==> src/rtl/pkt_meta_dispatcher_pkg.sv <==
// Shared metadata types and QM sizing for the packet metadata dispatcher.
// The steering copy from pkt_meta_t to pkt_meta_with_queues_t lives here too.
package pkt_meta_dispatcher_pkg;

  localparam int NB_PKT_QUEUE_MANAGERS = 4;
  localparam int PKT_QM_ID_WIDTH = (NB_PKT_QUEUE_MANAGERS > 1) ? $clog2(NB_PKT_QUEUE_MANAGERS) : 1;

  localparam int DSC_QUEUE_ID_W = 12;
  localparam int PKT_QUEUE_ID_W = 12;
  localparam int PKT_SIZE_W     = 16;

  typedef struct packed {
    logic [DSC_QUEUE_ID_W-1:0] dsc_queue_id;
    logic [PKT_QUEUE_ID_W-1:0] pkt_queue_id;
    logic [PKT_SIZE_W-1:0]     size;
  } pkt_meta_t;

  typedef struct packed {
    logic [DSC_QUEUE_ID_W-1:0] dsc_queue_id;
    logic [PKT_QUEUE_ID_W-1:0] pkt_queue_id;
    logic [PKT_SIZE_W-1:0]     size;
  } pkt_meta_with_queues_t;

  function automatic pkt_meta_with_queues_t to_meta_with_queues(input pkt_meta_t m);
    pkt_meta_with_queues_t r;
    r.dsc_queue_id = m.dsc_queue_id;
    r.pkt_queue_id = m.pkt_queue_id;
    r.size         = m.size;
    return r;
  endfunction

endpackage

==> src/rtl/pkt_meta_dispatcher_sync_fifo.sv <==
// Small synchronous FIFO whose head is always driven from storage registers,
// so data is stable while the consumer stalls. DEPTH must be a power of two >= 2.
module sync_fifo_reg_out #(
  parameter int DWIDTH = 8,
  parameter int DEPTH  = 2
) (
  input  logic                     clk,
  input  logic                     rst_n,
  input  logic [DWIDTH-1:0]        in_data,
  input  logic                     in_valid,
  output logic [DWIDTH-1:0]        out_data,
  output logic                     out_valid,
  input  logic                     out_ready,
  output logic [$clog2(DEPTH):0]   occup
);

  localparam int AW = $clog2(DEPTH);
  localparam logic [AW:0] FULL = (AW + 1)'(DEPTH);

  logic [DWIDTH-1:0] mem [DEPTH];
  logic [AW-1:0]     wr_ptr_reg;
  logic [AW-1:0]     rd_ptr_reg;
  logic [AW:0]       cnt_reg;
  logic              push;
  logic              pop;

  assign push      = in_valid && (cnt_reg != FULL);
  assign pop       = out_valid && out_ready;
  assign out_valid = (cnt_reg != '0);
  assign out_data  = mem[rd_ptr_reg];
  assign occup     = cnt_reg;

  // Pointers wrap naturally because DEPTH is a power of two.
  always_ff @(posedge clk or negedge rst_n) begin
    if (!rst_n) begin
      wr_ptr_reg <= '0;
      rd_ptr_reg <= '0;
      cnt_reg    <= '0;
    end else begin
      if (push) wr_ptr_reg <= wr_ptr_reg + 1'b1;
      if (pop)  rd_ptr_reg <= rd_ptr_reg + 1'b1;
      case ({push, pop})
        2'b10:   cnt_reg <= cnt_reg + 1'b1;
        2'b01:   cnt_reg <= cnt_reg - 1'b1;
        default: cnt_reg <= cnt_reg;
      endcase
    end
  end

  always_ff @(posedge clk) begin
    if (push) mem[wr_ptr_reg] <= in_data;
  end

endmodule

==> src/rtl/pkt_meta_dispatcher.sv <==
// Steers packet metadata to per-QM 2-entry buffers and records the chosen QM
// on an order stream so downstream muxing can restore arrival order.
module pkt_meta_dispatcher
  import pkt_meta_dispatcher_pkg::*;
#(
  parameter int NB_QM       = NB_PKT_QUEUE_MANAGERS,
  parameter int QM_ID_W     = (NB_QM > 1) ? $clog2(NB_QM) : 1,
  parameter int ORDER_DEPTH = 32
) (
  input  logic                          clk,
  input  logic                          rst_n,
  input  logic                          sw_reset,
  input  pkt_meta_t                     in_meta_data,
  input  logic                          in_meta_valid,
  output logic                          in_meta_ready,
  output pkt_meta_with_queues_t         out_meta_data [NB_QM],
  output logic                          out_meta_valid [NB_QM],
  input  logic                          out_meta_ready [NB_QM],
  output logic [QM_ID_W-1:0]            order_data,
  output logic                          order_valid,
  input  logic                          order_ready,
  output logic [$clog2(ORDER_DEPTH):0]  order_occup,
  output logic [31:0]                   stall_cnt
);

  localparam int META_W = $bits(pkt_meta_with_queues_t);
  localparam int OCW    = $clog2(ORDER_DEPTH) + 1;
  localparam logic [OCW-1:0] ORDER_FULL = OCW'(ORDER_DEPTH);

  logic [QM_ID_W-1:0]    tgt;
  logic [1:0]            qcnt [NB_QM];
  logic [1:0]            tgt_cnt;
  logic                  acc;
  pkt_meta_with_queues_t in_meta_q;
  logic [31:0]           stall_cnt_reg;

  generate
    if (NB_QM > 1) begin : g_tgt_multi
      assign tgt = in_meta_data.pkt_queue_id[QM_ID_W-1:0];
    end else begin : g_tgt_single
      assign tgt = '0;
    end
  endgenerate

  always_comb begin
    tgt_cnt = '0;
    for (int i = 0; i < NB_QM; i++) begin
      if (tgt == QM_ID_W'(i)) tgt_cnt = qcnt[i];
    end
  end

  // Ready looks only at registered fill levels, never at downstream readies.
  assign in_meta_ready = (tgt_cnt < 2'd2) && (order_occup != ORDER_FULL);
  assign acc           = in_meta_valid && in_meta_ready;
  assign in_meta_q     = to_meta_with_queues(in_meta_data);

  generate
    for (genvar gi = 0; gi < NB_QM; gi++) begin : g_qm
      logic [META_W-1:0] qm_out_data;

      sync_fifo_reg_out #(
        .DWIDTH (META_W),
        .DEPTH  (2)
      ) u_qm_fifo (
        .clk       (clk),
        .rst_n     (rst_n),
        .in_data   (in_meta_q),
        .in_valid  (acc && (tgt == QM_ID_W'(gi))),
        .out_data  (qm_out_data),
        .out_valid (out_meta_valid[gi]),
        .out_ready (out_meta_ready[gi]),
        .occup     (qcnt[gi])
      );

      assign out_meta_data[gi] = qm_out_data;
    end
  endgenerate

  sync_fifo_reg_out #(
    .DWIDTH (QM_ID_W),
    .DEPTH  (ORDER_DEPTH)
  ) u_order_fifo (
    .clk       (clk),
    .rst_n     (rst_n),
    .in_data   (tgt),
    .in_valid  (acc),
    .out_data  (order_data),
    .out_valid (order_valid),
    .out_ready (order_ready),
    .occup     (order_occup)
  );

  // Software-visible stall counter; sw_reset clears it without touching the datapath.
  always_ff @(posedge clk or negedge rst_n) begin
    if (!rst_n) begin
      stall_cnt_reg <= '0;
    end else if (sw_reset) begin
      stall_cnt_reg <= '0;
    end else if (in_meta_valid && !in_meta_ready && (stall_cnt_reg != '1)) begin
      stall_cnt_reg <= stall_cnt_reg + 32'd1;
    end
  end

  assign stall_cnt = stall_cnt_reg;

endmodule
==> config.mk <==
export PLATFORM = sky130hd
export DESIGN_NAME = pkt_meta_dispatcher
export DESIGN_NICKNAME = d
export VERILOG_FILES = /design/src/rtl/pkt_meta_dispatcher_pkg.sv /design/src/rtl/pkt_meta_dispatcher_sync_fifo.sv /design/src/rtl/pkt_meta_dispatcher.sv
export SDC_FILE = /design/constraint.sdc
export NUM_CORES = 1
export LEC_CHECK = 0
export ABC_AREA = 1
export CAP_MARGIN = 40
export CORE_UTILIZATION = 50
export CTS_CLUSTER_SIZE = 28
export DETAILED_ROUTE_END_ITERATION = 12
export PLACE_DENSITY = 0.77
export SYNTH_ARGS = -nofsm -noshare
export SYNTH_HDL_FRONTEND = slang
export SYNTH_SLANG_ARGS = --single-unit
export TNS_END_PERCENT = 10
==> constraint.sdc <==
create_clock -name clk -period 3.3 [get_ports clk]
set_input_delay 0.66 -clock clk [delete_from_list [all_inputs] [get_ports clk]]
set_output_delay 0.66 -clock clk [all_outputs]
set_load 0.02 [all_outputs]
==> impl_summary.log, run 1 <==
[metrics] routing usage on met1: 32.0%
[metrics] Synth Area in Compound Gates: 1.69%
[metrics] Core ar.: 0.0364 sq mm
[metrics] number of antenna violations at the first check in global routing: 2
[metrics] global-route wire length before repair: 69600 microns
[metrics] post-layout min period: 3150 ps
[metrics] Final Hold Slack: 160 ps
[metrics] mean number of vias per cell: 5.23
[metrics] Iteration-0 DRC Markers: 890
[metrics] Critical Path Source: u_order_fifo.rd_ptr_reg[0]$_DFFE_PN0P_
[metrics] Crit path arrival time: 2490 ps
[metrics] via count: 12900
[metrics] Pins Over Slew Limit: 0
[metrics] share of the synthesized area in the top cell type: 62.4%
[metrics] critical register-to-register path startpoint: u_order_fifo.occup[2]$_DFFE_PN0P_
[metrics] number of warnings issued by yosys: 0
[metrics] synthesized-area fraction occupied by xor and xnor cells: 1.85%
[metrics] setup tns final: 0 ps
[metrics] portion of the post-synthesis area used by sequential elements: 71.1%
[metrics] RSZ-0062 raised after global routing: no
[metrics] adder-cell share of the synthesized area: 1.12%
[metrics] number of buffers inserted by hold repair at cts: 0
[metrics] Data required, critical path: 2640 ps
[metrics] Critical Path Fanout Max: 34
[metrics] netlist area before placement: 0.0185 sq mm
[metrics] Clock Path Buffers: 3
[metrics] Fin Clk Skew: 19.7 ps
[metrics] H-Tree Level Count: 2
[metrics] Total Wirelength: 44700 microns
[metrics] DP Wirelength: 29000 microns
[metrics] Die Y-Extent: 194 microns
[metrics] largest family of logic cells by synthesized area: simple AND/OR/NAND/NOR gates
[metrics] later-pin clock latency in the skew report: 590 ps
[metrics] total congestion overflow: 0
[metrics] via count of the first global-routing pass: 12700
[metrics] most used cells in the layout excluding fill and tap cells: 704 x nand2_1, 384 x edfxtp_1, 252 x clkdlybuf4s50_1
[metrics] synth top area cells: edfxtp_1 62%, nand2_1 14%, dfrtp_1 8.7%, nor2_1 3.3%, nand3_1 2.3%
[metrics] number of remaining DRC errors: 0
[metrics] RePlAce Congestion: 0.897
[metrics] maximum operating frequency: 317 MHz
[metrics] detailed-routing iteration count for the pre-antenna-repair pass: 7
[metrics] Worst Path Buf+Inv: 4
[metrics] DIE AREA: 0.0377 sq mm
[metrics] start-to-end type of the worst setup path: flip-flop to primary output
[metrics] peak-usage layer in the global routing report: met2
[metrics] outcome: completed
[metrics] total clock sinks: 448
[metrics] Worst setup SP type: flip-flop
[metrics] initial cell density of the core: 50.7%
[metrics] most common cell after layout, fill and taps aside: nand2_1
[metrics] maximum number of pins on one net before global-route repair: 43
[metrics] area overhead of the layout relative to synthesis: 25.4%
[metrics] remaining antenna violation count: 0
[metrics] count of final hold-check violations: 0
[metrics] measured slew at the worst slew-check pin: 816 ps
[metrics] net count reported at finish: 2022
[metrics] mux contribution to synthesized area: 0%
[metrics] most area-hungry cell type in the Yosys netlist: edfxtp_1
[metrics] met3 Usage GRT: 6.30%
[metrics] relative slew slack: 45.6%
[metrics] final cycle utilization of the critical path: 95.5%
[metrics] distinct cell type count of the synthesized netlist: 33
[metrics] syn_area_per_cell: 11.0 sq um
[metrics] VDD IR-drop max: 0.593 mV
[metrics] Die Width: 194 microns
[metrics] final setup violation count: 0
[metrics] max-capacitance violation count: 0
[metrics] largest incremental delay on the critical path: 590 ps
[metrics] static leakage power: 9.07 nW
[metrics] GR met2 Demand/Resource: 38.8%
[metrics] Worst path top cell family by delay: buffers and inverters
[metrics] CTS tree: yes
[metrics] total track usage: 24.2%
[metrics] areal power density over the cells: 814 mW/mm^2
[metrics] number of buffers inserted during clock tree synthesis: 45
[metrics] routed len/inst: 18.1 microns
[metrics] synthesized netlist cell count: 1680
[metrics] CTS Root Cell: clkbuf_16
[metrics] total of buffers placed on input and output ports: 254
[metrics] clock-pin slew on the worst setup and hold paths: 60 ps
[metrics] critical path, cell by cell: inv_1 -> buf_12 -> o21ai_0 -> o21ai_0 -> a21oi_1 -> nand2_1 -> nand2_1 -> inv_1 -> clkdlybuf4s50_1
[metrics] path type of the worst min-delay path: input port to async pin
[metrics] count of state elements after synthesis: 448
[metrics] cell with the biggest individual delay on the critical path: clkdlybuf4s50_1
[metrics] I/O pin total: 255
[metrics] synthesized-area fraction occupied by and/or/nand/nor cells: 21.2%
[metrics] number of cell rows: 70
[metrics] flip-flop count of the largest register after layout: 320
[metrics] total nets after synthesis: 1745
[metrics] ratio of cells with drive above 1 in the final layout: 7.03%
[metrics] CP Capture Type: primary output
final timing paths:
kind                                                             to  slack (ps)  depth (start not counted)
setup / recovery                                      order_data[0]         150                          9
hold / removal                            stall_cnt[21]$_DFFE_PN0P_         160                          1
setup reg to reg                  u_order_fifo.occup[4]$_DFFE_PN0P_         730                         11
hold reg to reg            g_qm[1].u_qm_fifo.wr_ptr_reg$_DFFE_PN0N_         480                          2
max in group asynchronous                 stall_cnt[20]$_DFFE_PN0P_        2370                          2
min in group clk           g_qm[1].u_qm_fifo.wr_ptr_reg$_DFFE_PN0N_         480                          2
report_power, final:
part,switching (mW),internal [mW],total (mW)
registers,0.336,6.64,6.98
clock network,2.12,2.64,4.76
logic,4.42,2.69,7.11
total,6.87,12.0,18.8
logic make-up (layout without fill, tap and decap cells):
family                   Yosys count  after routing
XOR/XNOR                          39             39
flip-flops                       448            448
other                              0              1
AND/OR/NAND/NOR                  984            984
AO/OA/AOI/OAI                     58             58
buffers and inverters            135            447
adder cells (fa/ha/maj)           16             16
cell usage after synthesis:
cell,n
a21oi_1,10
a31oi_1,1
buf_1,3
buf_2,1
buf_4,7
buf_6,3
clkbuf_1,50
clkinv_1,4
dfrtp_1,64
edfxtp_1,384
fa_1,1
ha_1,15
inv_1,64
inv_2,3
nand2_1,704
nand2_2,6
nand2_4,2
nand3_1,86
nand3_2,1
nand3_4,1
nand4_1,6
nor2_1,163
nor2_2,4
nor2_4,3
nor3_1,2
nor3b_1,1
o211ai_1,6
o21ai_0,39
o21bai_1,1
o31ai_1,1
or2_2,5
xnor2_1,15
xor2_1,24
repair_timing:
item                       in CTS  in global routing
hold endpoints to repair        0                  0
setup buffers                   0                  0
setup endpoints to repair       0                  2
resized for setup               0                  7
layout make-up:
cell class	count	area (sq um)
Multi-Input combinational cell	1097	4820
Sequential cell	448	13100
Inverter	71	267
Tap cell	468	586
Clock inverter	21	158
Fill cell	2716	13300
Antenna cell	1	2.50
Timing Repair Buffer	294	2990
Clock buffer	61	1200
metal layers:
| layer | routed length, microns | vias up |
|---|---|---|
| li1 | - | 6111 |
| met1 | 18500 | 6173 |
| met2 | 21100 | 506 |
| met3 | 3880 | 74 |
| met4 | 1210 | 2 |
| met5 | 11 | - |
worst reg2reg max path: stages, from the launching register on:
cell	delay, ps
dfrtp_1	430
nor2_1	210
nand4_1	140
nand2_1	120
inv_1	110
ha_1	320
ha_1	380
a21oi_1	200
o21bai_1	100
or2_2	280
nand3_1	60
o21ai_0	100
per-stage QoR:
stage,setup WS [ps],utilization (%),std cells,power (mW),cell area (sq um)
after floorplan,-251,-,1680,10.9,18500
after global placement,180,59.8,2378,14.0,21800
after detailed placement,30.9,59.8,2378,14.2,21800
after CTS,58.3,63.5,2460,18.9,23100
after global routing,20.8,63.6,2461,19.8,23200
final,147,63.6,2461,18.8,23200
Note: power is estimated with default switching activity, not from simulation.
==> inputs of run 2 (changes only) <==
- CELL_PAD_IN_SITES_DETAIL_PLACEMENT: unset -> 2
- CELL_PAD_IN_SITES_GLOBAL_PLACEMENT: unset -> 2
- CORE_UTILIZATION: 50 -> 32
- PLACE_DENSITY: 0.77 -> unset
- PLACE_DENSITY_LB_ADDON: unset -> 0.1
- SETUP_SLACK_MARGIN: unset -> 0.4
==> run 2 against run 1 <==
  * Clock power rose by 15%
  * Critical path depth did not move
  * Non-clock buffer count rose by 26
  * Register-to-register slack improved by 50 ps
  * Cell area rose by 4.4%
  * Fmax rose by 3.6%
  * Wire length rose by 32%
  * Cell count rose by 13%
  * First-iteration DRC count fell by 39%
  * Sequential cell count did not move
  * Largest cell class unchanged
  * Largest power group unchanged
==> impl_summary.log, run 2 (synthesis gave the netlist of run 1 again) <==
[metrics] final setup violation count: 0 (unchanged)
[metrics] Clock Path Buffers: 3 (unchanged)
[metrics] Final Hold Slack: 118 ps (-41.8 ps)
[metrics] post-route standard cell area excluding fillers: 0.0242 sq mm (+4.4%)
[metrics] maximum number of pins on one net before global-route repair: 48 (+12%)
[metrics] critical path, cell by cell: inv_2 -> buf_12 -> o21ai_0 -> o21ai_0 -> a21oi_1 -> nand2_1 -> nand2_1 -> inv_1 -> dlygate4sd2_1
[metrics] mean number of vias per cell: 4.74 (-9.3%)
[metrics] ratio of cells with drive above 1 in the final layout: 9.34% (+2.3 points)
[metrics] number of buffers inserted by hold repair at cts: 0 (unchanged)
[metrics] relative slew slack: 51.8% (+6.2 points)
[metrics] Worst path top cell family by delay: buffers and inverters
[metrics] path length in cells of the critical path: 9 (unchanged)
[metrics] maximum operating frequency: 329 MHz (+3.6%)
[metrics] post-layout min period: 3040 ps (-110 ps)
[metrics] H-Tree Level Count: 2 (unchanged)
[metrics] setup tns final: 0 ps (unchanged)
[metrics] Fin Clk Skew: 28.4 ps (+8.76 ps)
[metrics] net count reported at finish: 2053 (+1.5%)
[metrics] Critical Path Source: u_order_fifo.rd_ptr_reg[0]$_DFFE_PN0P_
[metrics] portion of total power attributed to combinational logic: 37.9% (+0.2 points)
[metrics] routed len/inst: 21.1 microns (+16%)
[metrics] switching power: 7.42 mW (+8.0%)
[metrics] critical register-to-register path startpoint: u_order_fifo.occup[0]$_DFFE_PN0P_
[metrics] number of cell rows: 87 (+24%)
[metrics] Critical Path Fanout Max: 17 (-50%)
[metrics] largest incremental delay on the critical path: 420 ps (-170 ps)
[metrics] total of buffers placed on input and output ports: 254 (unchanged)
[metrics] Core ar.: 0.0567 sq mm (+56%)
[metrics] total clock sinks: 448 (unchanged)
[metrics] clock-pin slew on the worst setup and hold paths: 60 ps (about the same)
[metrics] Die Width: 242 microns (+25%)
[metrics] Switching Share: 37.0% (+0.53 points)
[metrics] count of final hold-check violations: 0 (unchanged)
[metrics] Worst Path Buf+Inv: 4 (unchanged)
[metrics] CTS Root Cell: clkbuf_16
[metrics] path type of the worst min-delay path: input port to async pin
[metrics] instance area at placement: 0.0224 sq mm (+3.1%)
[metrics] via count of the first global-routing pass: 14800 (+16%)
[metrics] Pins Over Slew Limit: 0 (unchanged)
[metrics] worst setup path endpoint: order_data[0]
[metrics] Data required, critical path: 2640 ps (about the same)
[metrics] total track usage: 20.2% (-4.0 points)
[metrics] global-route wire length before repair: 90400 microns (+30%)
[metrics] number of remaining DRC errors: 0 (unchanged)
[metrics] Die Y-Extent: 242 microns (+25%)
[metrics] final cycle utilization of the critical path: 92.2% (-3.3 points)
[metrics] filler cell count in the final layout: 5861 (+120%)
[metrics] RSZ-0062 raised after global routing: yes
[metrics] I/O pin total: 255 (unchanged)
[metrics] DP Wirelength: 40300 microns (+39%)
[metrics] static leakage power: 9.47 nW (+4.4%)
[metrics] share of power burned in the clock network: 27.2% (+1.9 points)
[metrics] overall power of the completed layout: 20.1 mW (+6.4%)
[metrics] measured slew at the worst slew-check pin: 723 ps (-93.5 ps)
[metrics] DIE AREA: 0.0587 sq mm (+56%)
[metrics] cell with the biggest individual delay on the critical path: dfrtp_1
[metrics] area overhead of the layout relative to synthesis: 30.9%
[metrics] start-to-end type of the worst setup path: flip-flop to primary output
[metrics] Seq pwr share: 34.9% (-2.1 points)
[metrics] later-pin clock latency in the skew report: 600 ps (about the same)
[metrics] CTS tree: yes
[metrics] number of antenna violations at the first check in global routing: 1 (-1)
[metrics] R2R depth: 12 (+1)
[metrics] number of buffers inserted during clock tree synthesis: 50 (+11%)
[metrics] Iteration-0 DRC Markers: 545 (-39%)
[metrics] VDD IR-drop max: 0.391 mV (-34%)
[metrics] CP Capture Type: primary output
[metrics] initial cell density of the core: 32.6% (-18 points)
[metrics] detailed-routing iteration count for the pre-antenna-repair pass: 5 (-2)
[metrics] via count: 13200 (+2.5%)
[metrics] Worst setup SP type: flip-flop
[metrics] areal power density over the cells: 830 mW/mm^2 (+2.0%)
[metrics] Total Wirelength: 58800 microns (+32%)
[metrics] most used cells in the layout excluding fill and tap cells: 704 x nand2_1, 384 x edfxtp_1, 240 x clkdlybuf4s50_1
[metrics] outcome: completed
[metrics] reg-to-reg endpoint: u_order_fifo.occup[4]$_DFFE_PN0P_
[metrics] max-capacitance violation count: 0 (unchanged)
[metrics] Power Internal: 12.6 mW (+5.5%)
[metrics] most common cell after layout, fill and taps aside: nand2_1
[metrics] RePlAce Congestion: 0.775 (-14%)
[metrics] total congestion overflow: 0 (unchanged)
[metrics] flip-flop count of the largest register after layout: 320 (unchanged)
[metrics] remaining antenna violation count: 0 (unchanged)
[metrics] flop-to-flop setup slack: 780 ps (+50 ps)
[metrics] Crit path arrival time: 2380 ps (-110 ps)
-- run 2: changes by cell type in the layout (fill, tap and decap cells not counted), moves of 5 or more --
cell,delta
clkdlybuf4s50_1,-12
buf_4,+11
buf_12,+9
dlymetal6s2s_1,+8
clkbuf_1,-7
clkbuf_16,+6
clkbuf_8,+6
clkinv_2,+5
o21ai_0,-5
-- run 2: per-layer routing --
metal	GRT usage [%]	wire (microns)	vias up
met5	0	0	-
met4	5.68	1280	0
met3	2.50	1730	75
met2	35.8	29700	229
met1	25.9	26000	6717
li1	-	-	6163
-- run 2: final cells by class --
type	instances	area, sq um	share of cell area, %
Antenna cell	1	2.50	0.0104
Clock buffer	66	1400	5.80
Clock inverter	22	195	0.808
Inverter	71	279	1.15
Multi-Input combinational cell	1097	4840	20.0
Sequential cell	448	13100	54.4
Tap cell	756	946	3.91
Timing Repair Buffer	320	3370	13.9
-- run 2: worst min-delay path by stage --
| stage | end | slack (ps) | cells past startpoint |
|---|---|---|---|
| floorplan | g_qm[0].u_qm_fifo.occup[0]$_DFFE_PN0P_ | 360 | 0 |
| global placement | g_qm[1].u_qm_fifo.wr_ptr_reg$_DFFE_PN0N_ | 460 | 2 |
| detailed placement | g_qm[2].u_qm_fifo.wr_ptr_reg$_DFFE_PN0N_ | 470 | 2 |
| CTS | stall_cnt[29]$_DFFE_PN0P_ | 130 | 1 |
| global route | stall_cnt[29]$_DFFE_PN0P_ | 150 | 1 |
| finish | stall_cnt[30]$_DFFE_PN0P_ | 120 | 1 |
-- run 2: power groups by stage --
stage	combinational (mW)	clock, mW	sequential (mW)
5_1_grt	8.25	5.80	7.06
2_1_floorplan	3.85	0	7.00
3_5_place_dp	7.63	0	7.09
3_3_place_gp	7.47	0	7.07
4_1_cts	7.79	5.63	7.00
6_report	7.60	5.46	7.00
-- run 2: what timing repair did --
item	4_1_cts	5_1_grt
buffers inserted	1	0
gates resized for setup	28	18
pin swaps	2	0
cloned	1	0
setup endpoints to repair	163	145
-- run 2: worst register-to-register path, cell delays in order, from the launching register on --
cell	delay (ps)
dfrtp_1	460
nor2_1	200
nand4_1	170
nand2_1	130
inv_1	130
ha_1	260
buf_4	160
ha_1	310
inv_1	70
o21bai_1	80
or2_2	270
nand3_1	60
o21ai_0	80
-- run 2: stage by stage --
stage                     setup slack (ps)  util, %  cells
after floorplan                       -251        -   1680
after global placement                 121     39.6   2690
after detailed placement              27.0     39.6   2690
after CTS                              168     42.5   2780
after global routing                   116     42.6   2781
final                                  257     42.6   2781
